### config.mk
export PLATFORM = sky130hd
export DESIGN_NAME = rx_oversampler
export DESIGN_NICKNAME = d
export VERILOG_FILES = /design/src/rtl/rx_oversampler.sv
export SDC_FILE = /design/constraint.sdc
export NUM_CORES = 1
export LEC_CHECK = 0
export CAP_MARGIN = 10
export CORE_AREA = 8 8 65 67
export CTS_BUF_LIST = sky130_fd_sc_hd__clkbuf_16
export CTS_CLUSTER_DIAMETER = 30
export DETAILED_ROUTE_END_ITERATION = 8
export DIE_AREA = 0 0 73 75
export HOLD_SLACK_MARGIN = 0.02
export PLACE_DENSITY = 0.72
export SLEW_MARGIN = 25
export SYNTH_ARGS = -nofsm -noshare
export SYNTH_HDL_FRONTEND = slang
export SYNTH_SLANG_ARGS = --single-unit
### constraint.sdc
create_clock -name clk -period 5.45 [get_ports clk]
set_clock_uncertainty 0.15 [all_clocks]
set_input_delay 0.545 -clock clk [delete_from_list [all_inputs] [get_ports clk]]
set_output_delay 0.545 -clock clk [all_outputs]
set_load 0.005 [all_outputs]
### src/rtl/rx_oversampler.sv
// UART receive front end: 2-flop line synchroniser, 16x oversampled bit timing,
// 2-of-3 mid-bit majority vote and one baud_tick per frame bit.
module rx_oversampler #(
   parameter int unsigned CLK_DIV    = 27,
   parameter int unsigned OVERSAMPLE = 16
) (
   input  logic clk,
   input  logic nrst,
   input  logic rx_i,
   input  logic enable_i,
   input  logic parity_on_i,
   output logic baud_tick,
   output logic data_o,
   output logic busy_o,
   output logic false_start_o
);

   localparam int unsigned DIV_W = (CLK_DIV > 1) ? $clog2(CLK_DIV) : 1;
   localparam int unsigned PH_W  = $clog2(OVERSAMPLE);
   localparam int unsigned IDX_W = 4;
   localparam logic [DIV_W-1:0] DIV_MAX = DIV_W'(CLK_DIV - 1);

   typedef enum logic [1:0] {
      IDLE  = 2'd0,
      START = 2'd1,
      BITS  = 2'd2
   } state_e;

   state_e             state_q, state_d;
   logic [DIV_W-1:0]   div_q, div_d;
   logic [PH_W-1:0]    phase_q, phase_d;
   logic [IDX_W-1:0]   bit_idx_q, bit_idx_d;
   logic               par_q, par_d;
   logic               s7_q, s7_d;
   logic               s8_q, s8_d;
   logic               data_q, data_d;
   logic               tick_q, tick_d;
   logic               busy_q, busy_d;
   logic               fs_q, fs_d;
   logic               sync1_q, sync2_q;
   logic               rx_sync;
   logic               os_tick;
   logic               vote;
   logic [IDX_W-1:0]   last_idx;

   assign rx_sync  = sync2_q;
   assign os_tick  = (div_q == DIV_MAX);
   assign vote     = (s7_q & s8_q) | (s7_q & rx_sync) | (s8_q & rx_sync);
   assign last_idx = par_q ? IDX_W'(10) : IDX_W'(9);

   // Next-state and datapath; divider and phase free-run across the bits of a frame
   always_comb begin
      state_d   = state_q;
      div_d     = div_q;
      phase_d   = phase_q;
      bit_idx_d = bit_idx_q;
      par_d     = par_q;
      s7_d      = s7_q;
      s8_d      = s8_q;
      data_d    = data_q;
      tick_d    = 1'b0;
      fs_d      = 1'b0;
      case (state_q)
         IDLE: begin
            data_d = rx_sync;
            if (enable_i && !rx_sync) begin
               state_d   = START;
               bit_idx_d = '0;
               par_d     = parity_on_i;
            end
         end
         START, BITS: begin
            if (!enable_i) begin
               state_d = IDLE;
            end else begin
               div_d = os_tick ? '0 : div_q + DIV_W'(1);
               if (os_tick) begin
                  phase_d = phase_q + PH_W'(1);
                  if (phase_q == PH_W'(7)) s7_d = rx_sync;
                  if (phase_q == PH_W'(8)) s8_d = rx_sync;
                  if (phase_q == PH_W'(9)) begin
                     tick_d = 1'b1;
                     data_d = vote;
                     if (state_q == START) begin
                        if (vote) begin
                           fs_d    = 1'b1;
                           state_d = IDLE;
                        end else begin
                           state_d   = BITS;
                           bit_idx_d = IDX_W'(1);
                        end
                     end else if (bit_idx_q == last_idx) begin
                        state_d = IDLE;
                     end else begin
                        bit_idx_d = bit_idx_q + IDX_W'(1);
                     end
                  end
               end
            end
         end
         default: state_d = IDLE;
      endcase
      // Timing restarts from zero on every frame
      if (state_d == IDLE) begin
         div_d   = '0;
         phase_d = '0;
      end
      busy_d = (state_d != IDLE);
   end

   always_ff @(posedge clk) begin
      if (!nrst) begin
         state_q   <= IDLE;
         div_q     <= '0;
         phase_q   <= '0;
         bit_idx_q <= '0;
         par_q     <= 1'b0;
         s7_q      <= 1'b1;
         s8_q      <= 1'b1;
         data_q    <= 1'b1;
         tick_q    <= 1'b0;
         busy_q    <= 1'b0;
         fs_q      <= 1'b0;
         sync1_q   <= 1'b1;
         sync2_q   <= 1'b1;
      end else begin
         state_q   <= state_d;
         div_q     <= div_d;
         phase_q   <= phase_d;
         bit_idx_q <= bit_idx_d;
         par_q     <= par_d;
         s7_q      <= s7_d;
         s8_q      <= s8_d;
         data_q    <= data_d;
         tick_q    <= tick_d;
         busy_q    <= busy_d;
         fs_q      <= fs_d;
         sync1_q   <= rx_i;
         sync2_q   <= sync1_q;
      end
   end

   assign baud_tick     = tick_q;
   assign data_o        = data_q;
   assign busy_o        = busy_q;
   assign false_start_o = fs_q;

endmodule

Word-level counts from Yosys, hierarchy flattened:

Cells that the tools add are included.

* divide/modulo/power cells: 0
* $add $sub $neg: 3
* multiply operators: 0
* bitwise logic cells: 6
* mux-type cells: 24
* equal/unequal tests: 13
* shift-type cells: 0
* order comparisons: 0
* reductions and logical operators: 17

Operator list (number)
* 4-bit two-way mux: 7
* 2-bit two-way mux: 8
* 4-bit AND reduction: 4
* 4-bit by 1-bit adder with 4-bit output, second input constant: 2
* 4-bit == test, second input constant: 2
* 2-bit != test, second input constant: 4
* 4-bit case mux with 2 select lines: 1
* 7-bit AND reduction: 1
* 3-bit != test, second input constant: 2
* 6-bit AND reduction: 1
* 5-bit by 1-bit adder with 5-bit output, second input constant: 1
* 5-bit == test, second input constant: 1
* 1-bit two-way mux: 5
* 5-bit two-way mux: 1
* 4-bit by 3-bit == test with 1-bit output, second input constant: 1
* 4-bit == test: 1
* 2-bit logical NOT: 2
* 2-bit case mux with 2 select lines: 1
* 2-bit AND reduction: 2
* 2-bit nonzero test: 2
* 2-bit OR reduction: 2
* 1-bit bitwise AND: 3
* 3-bit AND reduction: 1
* 2-bit by 1-bit == test with 1-bit output, second input constant: 1
* other kinds (6): 7

* memories kept: 0
* output and inout port bits: 4
* memory bits (read-only): 0
* word-level logic and storage cells: 76
* bits in writable memories: 0
* bits in latches: 0
* register bits after elaboration: 24

Longest topological paths before layout:

* depth in word-level cells: 11
* mapped depth: 8
* mapped depth without buffers: 6

Least setup slack after synthesis:

No wires, ideal clock.

* path kind: register to register
* start: register state_q[0]
* end: register div_q[3]
* stages on the path, launching flop included: 8
* buffers on the path: 1
* library setup time: 0.086 ns
* data arrival time: 1.803 ns
* slack: 3.411 ns
* clock period less this slack: 2.039 ns
* cells stage by stage: dfxtp_1 inv_1 ha_1 buf_2 nand2_1 o32ai_1 a31oi_2 a211oi_1

* longest elaborated chain between the ends: 8

Ends and longest elaborated chain
* start: declaration: RTL line 29 `state_e state_q, state_d;`
* start signal: assignment: RTL line 127 `state_q <= state_d;`
* 2-bit by 1-bit == test with 1-bit output / 2-bit two-way mux (equally long branches): RTL line 63, 84, 92
* 2-bit two-way mux: RTL line 84 `if (state_q == START) begin`
* 2-bit two-way mux: RTL line 81 `if (phase_q == PH_W'(9)) begin`
* 2-bit two-way mux: RTL line 77 `if (os_tick) begin`
* 2-bit two-way mux: RTL line 73 `if (!enable_i) begin`
* 2-bit case mux with 2 select lines: RTL line 63 `case (state_q)`
* 2-bit logical NOT: RTL line 104 `if (state_d == IDLE) begin`
* 2-bit OR reduction (no line)
* end signal: assignment: RTL line 128 `div_q <= div_d;`
* end: declaration: RTL line 30 `logic [DIV_W-1:0] div_q, div_d;`

Several ways; a longest one is shown, not always the timed one.
A chain may end at the register's enable or synchronous reset.

Worst setup path in the final report:

Same ends and word-level chain as after synthesis.

==> results.json <==
{
  "grt_pass1_vias": 1200,
  "ys.warnings.count": 0,
  "grt_first_pass_wirelength_um": 5492,
  "layout.nets": 180,
  "fillers": 298,
  "holdWs_ns": 0.2588,
  "dieWidth_um": 73,
  "diodes": 0,
  "grt_setup_unrepaired": "false",
  "antenna_found_initial": 0,
  "synth-seq-cells": 24,
  "coreArea_um2": 3232,
  "fmax_ghz": 0.3988,
  "clk_latency_ns": 0.26,
  "p_switching_uw": 73.90,
  "cap_violations": 0,
  "maxSlewViolCount": 0,
  "grt_usage": 0.1245,
  "synth_flop_cell": "dfxtp_1",
  "pwr_density_cell_nw_per_um2": 224.6,
  "cts_resized": 0,
  "hpwl_um": 2359,
  "cts_tree": "yes",
  "total_power_uw": 358.1,
  "cts.sinks": 24,
  "drt_iter0_markers": 68,
  "rows": 21,
  "port_buffers": 8,
  "combPwrFrac": 0.057,
  "cts_setup_buffers": 0,
  "cts_inserted_buffers": 3,
  "start_util": 0.4344,
  "synth_cell_type_count": 47,
  "synth_edf_count": 0,
  "clk_path_buf_depth": 2,
  "critPathLaunchType": "flop",
  "fin_crit_sh": 0.4601,
  "avgSynthCellArea_um2": 8.885,
  "leakage_nw": 0.6004,
  "min_period_ns": 2.508,
  "setup_tns_ns": 0,
  "internal-power_uw": 284.2,
  "io-pin-count": 9,
  "status": "finished, final reports clean",
  "synthCells": 158,
  "grt-ovfl-total": 0,
  "slew_headroom": 0.5408,
  "setup_violations": 0,
  "viasPerCell": 5.676,
  "area_growth_pct": 13.55,
  "critPathKind": "reg -> reg",
  "crit_required_ns": 5.46,
  "routabilityCongestion": 0.9466,
  "cts_max_level": 1,
  "crit_fanout": 10,
  "hold_class": "reg -> reg",
  "synth_seq_area_share": 0.3422,
  "grt_max_degree": 14,
  "vias": 1192,
  "drt_wl_total_um": 3112,
  "final_util": 0.4932,
  "critPathCaptureType": "flop",
  "drive_above_1_share": 0.05488,
  "ant_nets": 0,
  "cts_root_buffer": "clkbuf_16",
  "drc": 0,
  "netlist_area_um2": 1404,
  "swShare": 0.2064,
  "synthArstFlopShare": 0,
  "synth.net_count": 173,
  "hold_viol_final": 0,
  "dieArea_um2": 5475,
  "clkPwrFrac": 0.442,
  "multi_input_area_um2": 863.3,
  "firstDrtPassIters": 4,
  "seqPwrFrac": 0.500,
  "postCtsHoldBufs": 0,
  "worstMarginPinSlew_ns": 0.6888,
  "arrival_ns": 2.52,
  "wl_per_cell_um": 14.82,
  "seq_area_um2": 480.5,
  "fp.dieH_um": 75,
  "ir_worst_vdd_mv": 0.1109,
  "clk_pin_slew_worst_paths_ns": 0.06
}
## cells in the mapped netlist (2+ instances only)
master	count	area (um^2)
o211a_1	3	30.03
a31oi_1	3	18.77
nor2b_1	5	31.28
nand4_1	3	18.77
nand3_1	5	25.02
mux2i_1	2	20.02
and2b_1	2	15.01
a221oi_1	2	17.52
nor2_1	4	15.01
nand2b_1	9	56.30
dfxtp_1	24	480.5
o21ai_0	3	15.01
a21boi_0	2	15.01
a21oi_1	15	75.07
and3_1	2	12.51
nand2_1	8	30.03
a211oi_1	2	15.01
buf_2	3	15.01
nand3b_1	3	22.52
ha_1	10	125.1
xnor2_1	2	17.52
nor3_1	5	25.02
a311oi_1	2	17.52
clkbuf_1	3	11.26
a211o_1	3	26.28
inv_1	9	33.78
a21o_1	2	15.01
xor2_1	3	26.28
## flip-flops by register name, indices dropped and copies added, names as in the netlist
signal and cells:
baud_tick 1, bit_idx_q 4, busy_o 1, data_o 1, div_q 5, false_start_o 1
par_q 1, phase_q 4, rx_sync 1, s7_q 1, s8_q 1, state_q 2
sync1_q 1
## per-stage QoR
| step | setup slack (ns) | cell area (um^2) | cells |
|---|---|---|---|
| finish | 2.942 | 1594 | 210 |
| global route | 2.747 | 1594 | 210 |
| CTS | 2.983 | 1594 | 210 |
| detailed placement | 2.785 | 1515 | 206 |
| global placement | 2.912 | 1515 | 206 |
| floorplan | 3.411 | 1404 | 158 |
## path summary, 6_finish.rpt
kind	startpoint	end	slack [ns]	depth (start not counted)
hold / removal	sync1_q$_SDFF_PN1_	rx_sync$_SDFF_PN1_	0.26	1
setup / recovery	state_q[0]$_SDFF_PN0_	div_q[3]$_SDFFE_PP0P_	2.94	6
hold reg to reg	sync1_q$_SDFF_PN1_	rx_sync$_SDFF_PN1_	0.26	1
setup reg to reg	state_q[0]$_SDFF_PN0_	div_q[3]$_SDFFE_PP0P_	2.94	6
## layout by cell type (no fill, tap or decap), drive strengths merged, types with 2 or more instances in the layout
cell / n
nor2: 4
and3: 2
nor3: 5
nand2b: 9
a31oi: 4
nor2b: 5
a21o: 2
and2b: 2
clkdlybuf4s50: 8
o21ai: 3
nand2: 8
a21oi: 15
o211a: 3
a21boi: 2
nand3b: 3
a221oi: 3
xnor2: 2
inv: 9
xor2: 3
nand4: 3
ha: 10
a211o: 3
a311oi: 2
dfxtp: 24
nand3: 5
clkbuf: 3
mux2i: 2
a211oi: 2
## final cells by class
type	count	share of cell area
multi-input combinational	119	0.5416
tap	46	0.03611
sequential	24	0.3014
clock inverter	1	0.002355
inverter	9	0.02119
clock buffer	3	0.04710
timing repair buffer	8	0.05024
## critical path: stages, from the launching register on
cell and delay [ns]:
dfxtp_1 0.48, inv_1 0.08, ha_1 0.46, nand2_1 0.29, o32ai_1 0.37, a31oi_2 0.26
a211oi_1 0.31
## metal layers
| layer | wire length (um) | GRT usage |
|---|---|---|
| met5 | 0 | 0 |
| met3 | 72 | 0.02397 |
| met4 | 45 | 0.04444 |
| met1 | 1395 | 0.1379 |
| met2 | 1598 | 0.2304 |
## cell families after synthesis
| kind of cell | after synthesis | synth area share |
|---|---|---|
| buffers and inverters | 15 | 0.04278 |
| multiplexers | 2 | 0.01426 |
| AO/OA/AOI/OAI | 48 | 0.2478 |
| adder cells (fa/ha/maj) | 11 | 0.09715 |
| flip-flops | 24 | 0.3422 |
| AND/OR/NAND/NOR | 53 | 0.2246 |
| XOR/XNOR | 5 | 0.03120 |
## power by group through the flow
stage	combinational (mW)	clock [mW]	sequential (mW)
2_1_floorplan	0.0133	0	0.183
3_3_place_gp	0.0200	0	0.183
3_5_place_dp	0.0203	0	0.183
4_1_cts	0.0204	0.161	0.179
5_1_grt	0.0227	0.171	0.179
6_report	0.0205	0.158	0.179
(Power assumes the default switching activity.)
